===== config.mk =====
export PLATFORM = sky130hd
export DESIGN_NAME = mov_fsm_param
export DESIGN_NICKNAME = d
export VERILOG_FILES = /design/src/rtl/mov_fsm_param.sv
export SDC_FILE = /design/constraint.sdc
export NUM_CORES = 1
export LEC_CHECK = 0
export CORE_ASPECT_RATIO = 0.9
export CORE_MARGIN = 2
export CORE_UTILIZATION = 25
export DETAILED_ROUTE_END_ITERATION = 8
export GPL_TIMING_DRIVEN = 0
export HOLD_SLACK_MARGIN = 0.05
export PLACE_DENSITY = 0.49
export SYNTH_ARGS = -nofsm -noshare
export SYNTH_HDL_FRONTEND = slang
export SYNTH_SLANG_ARGS = --single-unit
export TNS_END_PERCENT = 100

===== constraint.sdc =====
create_clock -name clk -period 2.3 [get_ports clk]
set_clock_uncertainty 0.1 [all_clocks]
set_input_delay 0.46 -clock clk [delete_from_list [all_inputs] [get_ports clk]]
set_output_delay 0.46 -clock clk [all_outputs]
set_load 0.02 [all_outputs]

===== src/rtl/mov_fsm_param.sv =====
// Parametrised move-instruction FSM (MOVI / MOVIW / MOV) for the microcontroller
// control path. It decodes a move, optionally fetches an extension word, and
// drives register enables, the immediate bus and sequencer pulses.
// Outputs other than instr_ready are registered from next-state values, so each
// one lines up exactly with the state it belongs to.
module mov_fsm_param #(
  parameter int unsigned DW       = 16,
  parameter int unsigned NG       = 4,
  parameter int unsigned NP       = 2,
  parameter int unsigned SIGN_EXT = 0,
  parameter int unsigned TIMEOUT  = 15,
  parameter logic [3:0]  OP_MOVI  = 4'b0111,
  parameter logic [3:0]  OP_MOV   = 4'b0110,
  parameter logic [3:0]  OP_MOVIW = 4'b0101
) (
  input  logic              clk,
  input  logic              rst,
  input  logic [15:0]       instr,
  input  logic              instr_valid,
  output logic              instr_ready,
  output logic              PC_inc,
  output logic              done,
  output logic              illegal,
  output logic              busy,
  output logic              immediate_out,
  output logic [DW-1:0]     bus_out,
  output logic [NG+NP-1:0]  src_out_en,
  output logic [NG+NP-1:0]  dst_in_en
);

  localparam int unsigned N  = NG + NP;
  localparam int unsigned CW = $clog2(TIMEOUT + 1);

  typedef enum logic [2:0] {
    IDLE      = 3'd0,
    DECODE    = 3'd1,
    FETCH_EXT = 3'd2,
    EXEC      = 3'd3,
    DONE      = 3'd4,
    ERROR     = 3'd5
  } state_t;

  state_t          state, state_n;
  logic [3:0]      op_q, op_n;
  logic [3:0]      dst_q, dst_n;
  logic [3:0]      src_q, src_n;
  logic [DW-1:0]   imm_q, imm_n;
  logic [CW-1:0]   cnt_q, cnt_n;

  logic            pc_n, done_n, ill_n, busy_n, immo_n;
  logic [DW-1:0]   bus_n;
  logic [N-1:0]    src_en_n, dst_en_n;

  function automatic logic idx_ok(input logic [3:0] idx);
    return 32'(idx) < N;
  endfunction

  function automatic logic is_move_op(input logic [3:0] op);
    return (op == OP_MOVI) || (op == OP_MOV) || (op == OP_MOVIW);
  endfunction

  function automatic logic [DW-1:0] ext8(input logic [7:0] b);
    if (SIGN_EXT != 0) return DW'($signed(b));
    else               return DW'(b);
  endfunction

  function automatic logic [DW-1:0] ext16(input logic [15:0] w);
    if (SIGN_EXT != 0) return DW'($signed(w));
    else               return DW'(w);
  endfunction

  function automatic logic [N-1:0] onehot(input logic [3:0] idx);
    return N'(1) << idx;
  endfunction

  // Ready is a pure function of the current state
  always_comb begin
    instr_ready = (state == IDLE) || (state == FETCH_EXT);
  end

  // Next state, latched instruction fields, immediate and timeout counter
  always_comb begin
    state_n = state;
    op_n    = op_q;
    dst_n   = dst_q;
    src_n   = src_q;
    imm_n   = imm_q;
    cnt_n   = cnt_q;
    case (state)
      IDLE: begin
        if (instr_valid && is_move_op(instr[15:12])) begin
          op_n    = instr[15:12];
          dst_n   = instr[11:8];
          src_n   = instr[3:0];
          imm_n   = ext8(instr[7:0]);
          state_n = DECODE;
        end
      end
      DECODE: begin
        if (!idx_ok(dst_q) || (op_q == OP_MOV && !idx_ok(src_q))) begin
          state_n = ERROR;
        end else if (op_q == OP_MOV && src_q == dst_q) begin
          state_n = DONE;
        end else if (op_q == OP_MOVIW) begin
          cnt_n   = '0;
          state_n = FETCH_EXT;
        end else begin
          state_n = EXEC;
        end
      end
      FETCH_EXT: begin
        // a word arriving on the final wait cycle still beats the timeout
        if (instr_valid) begin
          imm_n   = ext16(instr);
          state_n = EXEC;
        end else if (cnt_q == CW'(TIMEOUT - 1)) begin
          state_n = ERROR;
        end else begin
          cnt_n = cnt_q + CW'(1);
        end
      end
      EXEC:    state_n = DONE;
      DONE:    state_n = IDLE;
      ERROR:   state_n = IDLE;
      default: state_n = IDLE;
    endcase
  end

  // Output values for the state being entered, registered below
  always_comb begin
    pc_n     = 1'b0;
    done_n   = 1'b0;
    ill_n    = 1'b0;
    immo_n   = 1'b0;
    bus_n    = '0;
    src_en_n = '0;
    dst_en_n = '0;
    busy_n   = (state_n != IDLE);
    case (state_n)
      DECODE: pc_n = (op_n == OP_MOVIW) && idx_ok(dst_n);
      EXEC: begin
        dst_en_n = onehot(dst_n);
        if (op_n == OP_MOV) begin
          src_en_n = onehot(src_n);
        end else begin
          immo_n = 1'b1;
          bus_n  = imm_n;
        end
      end
      DONE: begin
        done_n = 1'b1;
        pc_n   = 1'b1;
      end
      ERROR: begin
        ill_n = 1'b1;
        pc_n  = 1'b1;
      end
      default: ;
    endcase
  end

  // State, fields and output registers; reset aborts silently to IDLE
  always_ff @(posedge clk or negedge rst) begin
    if (!rst) begin
      state         <= IDLE;
      op_q          <= '0;
      dst_q         <= '0;
      src_q         <= '0;
      imm_q         <= '0;
      cnt_q         <= '0;
      PC_inc        <= 1'b0;
      done          <= 1'b0;
      illegal       <= 1'b0;
      busy          <= 1'b0;
      immediate_out <= 1'b0;
      bus_out       <= '0;
      src_out_en    <= '0;
      dst_in_en     <= '0;
    end else begin
      state         <= state_n;
      op_q          <= op_n;
      dst_q         <= dst_n;
      src_q         <= src_n;
      imm_q         <= imm_n;
      cnt_q         <= cnt_n;
      PC_inc        <= pc_n;
      done          <= done_n;
      illegal       <= ill_n;
      busy          <= busy_n;
      immediate_out <= immo_n;
      bus_out       <= bus_n;
      src_out_en    <= src_en_n;
      dst_in_en     <= dst_en_n;
    end
  end

endmodule


======== Word level (Yosys, flattened, before mapping) ========
Index checks and enable logic that the tools add are counted.
cells by class
  $add $sub $neg .......................... 1
  magnitude comparators ................... 3
  equality and inequality tests ........... 21
  shifts and indexed selects .............. 2
  muxes and demuxes ....................... 32
  reduce and logical (&&, ||, !) cells .... 15
operator list
  cell                                                         number
  two-way mux 16 bit                                           4
  two-way mux 4 bit                                            11
  case mux 16 bit (2 select lines)                             1
  equality test 4 x 3 -> 1 bit (second input constant)         7
  two-way mux 6 bit                                            3
  two-way mux 3 bit                                            5
  less-than comparator 4 x 3 -> 1 bit (second input constant)  3
  case mux 3 bit (4 select lines)                              1
  left shift 1 x 4 -> 6 bit (first input constant)             2
  inequality test 2 bit (second input constant)                5
  equality test 3 x 2 -> 1 bit (second input constant)         3
  case mux 4 bit (2 select lines)                              1
  equality test 3 x 1 -> 1 bit (second input constant)         2
  equality test 3 bit (second input constant)                  2
  AND reduction 6 bit                                          1
  two-way mux 1 bit                                            5
  adder 4 x 1 -> 4 bit (second input constant)                 1
  equality test 4 bit                                          1
  equality test 4 bit (second input constant)                  1
  logical AND 1 bit                                            4
  logical OR 1 bit                                             4
  logical NOT 3 bit                                            1
  nonzero test 3 bit                                           1
  logical NOT 1 bit                                            2
  other kinds (3)                                              3
word-level totals
  register bits after elaboration ......... 68
  word-level logic and storage cells ...... 88

======== Logic depth before layout (Yosys ltp) ========
Gate-level depths: netlist (run 1).
  depth after elaboration ................. 9
  depth in mapped cells ................... 9
  gate-level depth less buffers ........... 8

======== Least setup slack after synthesis (run 1) ========
OpenSTA, ideal clock, no wires.
  path type ............................... in2reg
  from .................................... input instr[15]
  to ...................................... register src_out_en[3]
  setup time .............................. 0.095 ns
  arrival ................................. 1.733 ns
  data required time ...................... 2.105 ns
  setup slack ............................. 0.372 ns
  stages .................................. 7
  cell sequence ........................... and4bb_1 -> buf_6 -> and3_4 -> buf_6 -> mux2i_4 -> nand2_1 -> nor4b_2
between the ends
  longest elaborated chain between the ends .. 9
RTL lines
  element                                                                    RTL line  source
  start: declaration                                                         18        input logic [15:0] instr,
  equality test 4 x 3 -> 1 bit                                               59        return (op == OP_MOVI) || (op == OP_MOV) || (op == OP_MOVIW);
  logical OR 1 bit (2 in a row)                                              59
  logical AND 1 bit                                                          91        if (instr_valid && is_move_op(instr[15:12])) begin
  two-way mux 4 bit                                                          91
  two-way mux 4 bit                                                          89        case (state)
  equality test 4 x 3 -> 1 bit or left shift 1 x 4 -> 6 bit (tied branches)  143, 73
  two-way mux 6 bit                                                          143       if (op_n == OP_MOV) begin
  two-way mux 6 bit (*)                                                      139       case (state_n)
  via src_en_n[3]                                                            52        logic [N-1:0] src_en_n, dst_en_n;
  end signal: assignment                                                     192       src_out_en <= src_en_n;
  end: declaration                                                           27        output logic [NG+NP-1:0] src_out_en,
Mark *: on every way through the listed nets, which the timed path passes. The rest lies on a longest branch.
A chain may end at the register's enable or synchronous reset.

======== Worst setup path in the final report (run 1) ========
  from .................................... input instr[14]
  to ...................................... register src_out_en[0]
between the ends
  longest elaborated chain between the ends .. 9
RTL lines
  element                        RTL line  source
  equality test 4 x 3 -> 1 bit   59
  logical OR 1 bit               59
  logical OR 1 bit (*)           59
  logical AND 1 bit (*)          91
  two-way mux 4 bit (*)          91
  two-way mux 4 bit (*)          89
  via src_n[2]                   46        logic [3:0] src_q, src_n;
  left shift 1 x 4 -> 6 bit (*)  73        return N'(1) << idx;
  two-way mux 6 bit (*)          143
  two-way mux 6 bit (*)          139
  via src_en_n[0]                52
Marked as above.

==> results of run 1 <==
[state kept, by name, summed over array words and instances, names as in the netlist, 3 cells and up]
register and flops:
dst_in_en 6, imm_q 16, dst_q 4, state 3, op_q 4, src_out_en 6
src_q 4, bus_out 16, cnt_q 4
[worst max path at each step]
| stage | slack, ns | depth (start not counted) | end | start |
|---|---|---|---|---|
| final | 0.08 | 9 | src_out_en[0]$_DFF_PN0_ | instr[14] |
| after global routing | -0.005 | 9 | src_out_en[2]$_DFF_PN0_ | instr[14] |
| after CTS | 0.007 | 8 | src_out_en[3]$_DFF_PN0_ | instr[12] |
| after detailed placement | -0.53 | 7 | dst_in_en[1]$_DFF_PN0_ | instr_valid |
| after global placement | -1.66 | 1 | src_out_en[3]$_DFF_PN0_ | rst |
| after floorplan | 0.37 | 7 | src_out_en[3]$_DFF_PN0_ | instr[15] |
[power breakdown]
group / total (mW) / switching, mW / internal (mW)
clock: 1.49 / 0.534 / 0.954
combinational: 2.03 / 1.19 / 0.840
sequential: 1.72 / 0.187 / 1.53
total: 5.23 / 1.91 / 3.32
[cell families after synthesis]
logic type / count (synthesis) / synth area share
muxes: 14 / 0.0511
DFF: 68 / 0.560
AOI/OAI and AO/OA: 44 / 0.0964
buffers and inverters: 34 / 0.0548
and+or+nand+nor: 129 / 0.218
adders and majority gates: 2 / 0.00824
xor gates and xnor gates: 4 / 0.0115
[through the flow]
stage | utilization | power (mW) | TNS (ns)
2_1_floorplan | - | 2.96 | 0
3_3_place_gp | 0.315 | 3.53 | -126.69
3_5_place_dp | 0.315 | 3.56 | -14.70
4_1_cts | 0.346 | 5.13 | 0
5_1_grt | 0.355 | 5.57 | -0.0142
6_report | 0.355 | 5.23 | 0
[routing by layer]
layer  wire, um  up-vias  share of wire  global-route usage
li1           -     1153              -                   -
met1       3870     1166           0.51               0.180
met2       3310       58           0.43               0.179
met3        398        9          0.052              0.0390
met4         83        0          0.011              0.0353
met5          0        -              0                   0
[synthesized netlist by cell type, types with 4 or more instances]
cell,count,area share
dfrtp_1,68,0.56
a31oi_1,5,0.010
o21ai_0,7,0.012
a21oi_1,10,0.016
nand3_1,4,0.0066
nand4_1,4,0.0082
nor4_1,4,0.0082
inv_1,15,0.019
mux2i_1,11,0.036
nor2_1,25,0.031
nor3b_1,5,0.012
nand2_1,52,0.064
nor3_1,13,0.021
xor2_1,4,0.012
buf_2,10,0.016
[cell type report]
class / count / area share
multi-input cells: 193 / 0.286
plain buffers: 17 / 0.0295
well taps: 160 / 0.0473
inverters: 17 / 0.0151
clock buffers: 9 / 0.0532
clock inverters: 7 / 0.0233
flip-flops and latches: 68 / 0.402
repair buffers: 62 / 0.144
[repair_timing]
| action | 4_1_cts | 5_1_grt |
|---|---|---|
| cloned | 1 | 0 |
| pin swaps | 0 | 4 |
| buffers inserted | 1 | 8 |
| resized for setup | 10 | 15 |
| setup endpoints to repair | 22 | 31 |
==> run metrics, run 1 <==
Startpoint Class=input port; vias in the first global route=2347; I/O pins=53; Starting Density=0.254; WP buf/inv=5; Skew-Pair Late Insertion Delay=0.33 ns; Mapped Nets=316; layout cells sized above 1=0.172; MaxCap Viol Count=0; crit-path most repeated cell=buf_6; crit-path max FO=10; routed via count=2386; RR Startpoint=dst_q[3]$_DFF_PN0_; final std cells w/o fill=533; final-report max-slew violation count=0; WL per Instance=14.4 um; Least-Margin Pin Slew=0.846 ns; die area=13000 sq um; Setup CP Type=in2reg; post-detail-place hpwl=5350 um; root buf cell=clkbuf_16; Final Net Count=389; Yosys warning total=0; status=complete, no violations; WL final=7650 um; Most used DFF post-synth=dfrtp_1; FF/Latch Area=1700 sq um; CTS sink count=68; CTS Buffer Depth=2; Remaining Overflow, GRT=0; Die Wd=120 um; WP data arrival=2.36 ns; final setup margin=0.0755 ns; commonest non-fill, non-tap cell in the layout=dfrtp_1; final hold vios=0; setup violators final=0; antenna violations before repair=0; Worst Hold Class=in2async; CTS clk-pin slew, worst paths=0.06 ns; Die H=109 um; TritonCTS clock tree=built; worst slack, placed=-0.531 ns; worst rel slew slack=0.436; post-synthesis cell area=3040 sq um; Std-Cell Rows=38; global-route wire length before repair=12300 um; post-route cell area=4240 sq um; CP top delay family=buffers and inverters; Fmax achieved=0.450 GHz; R2R Setup Slk=0.18 ns; Worst path max stage delay=0.51 ns; Post-Syn Area per Cell=10.3 sq um; fin crit share=0.967; Post-synth EDFFs=0; area delta synth->final=39.5%; area of the multi-input gates=1210 sq um; Post-synth ARST share=1.00; Inserted Diodes=0; Post-Place Cells=507; post-cts hold buffer count=0; htree depth=3; sequential-to-total area share from yosys stat=0.560; global-route usage over all layers=0.125; Cells after Synth=295; largest net degree at the start of global routing=69; Worst R2R End=dst_in_en[0]$_DFF_PN0_; crit path cell chain=clkdlybuf4s50_1, and4bb_1, buf_6, buf_12, and3_4, buf_6, mux2i_4, inv_2, nor4_2; DRC viols=0; number of port buffers=52; pwr dens=1240 nW/um^2; maximum vdd ir drop=542 uV; DR iter-0 viols=90; antenna-violating nets left=0; FILL cells=1214; leakage=1.94 nW; Post-DP Area=3750 sq um; GP Congestion=0.806; Worst Hold Slack=0.140 ns; Inserted Clock Buffers=9; most frequent cells in the layout=dfrtp_1, nand2_1, clkdlybuf4s50_1; First-pass DRT Iterations=6; core area=11900 sq um; Critical Path Sink Type=register; worst path required time=2.44 ns; crit path time final=2.22 ns; vias per cell=4.48; Synth Register Bits=68; R2R depth=6; Yosys cell types=51; CP max-delay cell=clkdlybuf4s50_1
Power figures use the tool's default switching activity.
==> run 2: changes to the inputs <==
Settings changed: CELL_PAD_IN_SITES_DETAIL_PLACEMENT set to 1, CELL_PAD_IN_SITES_GLOBAL_PLACEMENT set to 1, GPL_ROUTABILITY_DRIVEN set to 0, PLACE_DENSITY 0.49 to 0.58.
==> run metrics, run 2 (synthesized netlist as in run 1, its figures left out) <==
vias per cell=4.52; vias in the first global route=2561; most frequent cells in the layout=dfrtp_1, nand2_1, clkdlybuf4s50_1; die area=13000 sq um; total power=4.97 mW; maximum vdd ir drop=400 uV; Fmax achieved=0.455 GHz; met2 Usage GRT=0.217; global-route wire length before repair=13400 um; Critical Path Sink Type=register; CTS Buffer Depth=2; final-report max-slew violation count=0; Inserted Diodes=0; status=complete, no violations; antenna violations before repair=0; Post-Place Cells=508; htree depth=3; post-detail-place hpwl=5560 um; most used routing layer=met2; Remaining Overflow, GRT=0; TritonCTS clock tree=built; Worst Setup SP=instr[15]; antenna-violating nets left=0; layout cells sized above 1=0.137; root buf cell=clkbuf_16; core area=11900 sq um; M1 GR Usage=0.176; Die H=109 um; worst path required time=2.43 ns; DRC viols=0; post-route cell area=4130 sq um; Startpoint Class=input port; Starting Density=0.254; DR iter-0 viols=79; leakage=1.87 nW; Setup CP Type=in2reg; fin crit share=0.956; I/O pins=53; final std cells w/o fill=525; Largest regs=bus_out: 16 flops, imm_q: 16 flops; First-pass DRT Iterations=4; CTS clk-pin slew, worst paths=0.05 ns; WL per Instance=15.4 um; largest net degree at the start of global routing=69; Final Net Count=382; number of port buffers=52; worst rel slew slack=0.743; RR Startpoint=state[2]$_DFF_PN0_; final hold vios=0; Die Wd=120 um; WP data arrival=2.33 ns; unrepaired setup endpoints after global routing=false; global-route usage over all layers=0.136; Std-Cell Rows=38; crit path time final=2.20 ns; commonest non-fill, non-tap cell in the layout=dfrtp_1; CTS sink count=68; Post-DP Area=3780 sq um; Worst R2R End=src_out_en[3]$_DFF_PN0_; routed via count=2373; R2R Setup Slk=0.23 ns; Least-Margin Pin Slew=0.375 ns; area delta synth->final=36.1%; MaxCap Viol Count=0; pwr dens=1200 nW/um^2; R2R depth=8; GR Util met3=0.0380; setup violators final=0; worst setup path endpoint=src_out_en[3]$_DFF_PN0_; Skew-Pair Late Insertion Delay=0.33 ns; crit-path max FO=10; Worst Hold Class=reg2reg; WL final=8100 um; Inserted Clock Buffers=9
run 2: cell count changes in the layout (fill, tap and decap cells not counted), sizes merged, moves of 2 or more:
cell	delta
buf	-8
clkinv	-2
dlymetal6s2s	-2
clkbuf	+4
run 2: repair_timing:
item	4_1_cts	5_1_grt
endpoints found under the hold margin	7	0
gates resized for setup	10	6
hold buffers	1	0
pin swaps	1	0
endpoints found under the setup margin	22	26
setup buffers	1	0
run 2: critical path, stage by stage:
cell	delay [ns]
clkdlybuf4s50_1	0.44
and4bb_1	0.29
buf_6	0.13
and3_4	0.20
buf_6	0.16
mux2i_4	0.29
nand2_2	0.10
nor4b_2	0.26
run 2: how the worst min path moves through the flow:
stage                     cells past startpoint  slack [ns]               start                 end
after global routing                          1        0.44  imm_q[1]$_DFF_PN0_  imm_q[1]$_DFF_PN0_
after floorplan                               0        0.06                 rst    PC_inc$_DFF_PN0_
after global placement                        1        0.38   op_q[2]$_DFF_PN0_   op_q[2]$_DFF_PN0_
after detailed placement                      1        0.38  imm_q[1]$_DFF_PN0_  imm_q[1]$_DFF_PN0_
after CTS                                     1        0.40   op_q[2]$_DFF_PN0_   op_q[2]$_DFF_PN0_
final                                         1        0.39  imm_q[1]$_DFF_PN0_  imm_q[1]$_DFF_PN0_
run 2: layout make-up:
class	count	area, sq um
Fill cell	1347	7800
Multi-Input combinational cell	193	1200
Clock buffer	13	250
Timing Repair Buffer	55	562
Clock inverter	2	35.0
Buffer	17	116
Tap cell	160	200
Inverter	17	63.8
Sequential cell	68	1700
run 2: power by group:
group	internal [mW]	switching, mW	leakage, nW	total [mW]
Clock	0.861	0.477	0.140	1.34
Combinational	0.766	1.15	0.837	1.92
Sequential	1.53	0.189	0.897	1.72
run 2: layer usage:
layer  part of all wire  vias to the layer above
li1                   -                     1136
met1               0.48                     1184
met2               0.46                       43
met3              0.041                       10
met4              0.014                        0
met5                  0                        -
run 2: stage by stage:
step | setup TNS, ns | hold slack [ns] | setup slack, ns | utilization
3_3_place_gp | -138.56 | 0.380 | -1.81 | 0.315
6_report | 0 | 0.390 | 0.100 | 0.346
2_1_floorplan | 0 | 0.0644 | 0.372 | -
5_1_grt | 0 | 0.441 | 0.00705 | 0.346
4_1_cts | 0 | 0.399 | 0.0231 | 0.344
3_5_place_dp | -16.37 | 0.381 | -0.542 | 0.317
==> run 3: changes to the inputs <==
Settings changed: ABC_CLOCK_PERIOD_IN_PS set to 2300.
==> results of run 3 <==
Same layout as run 2: the final DEF is identical, and so are final timing and power.
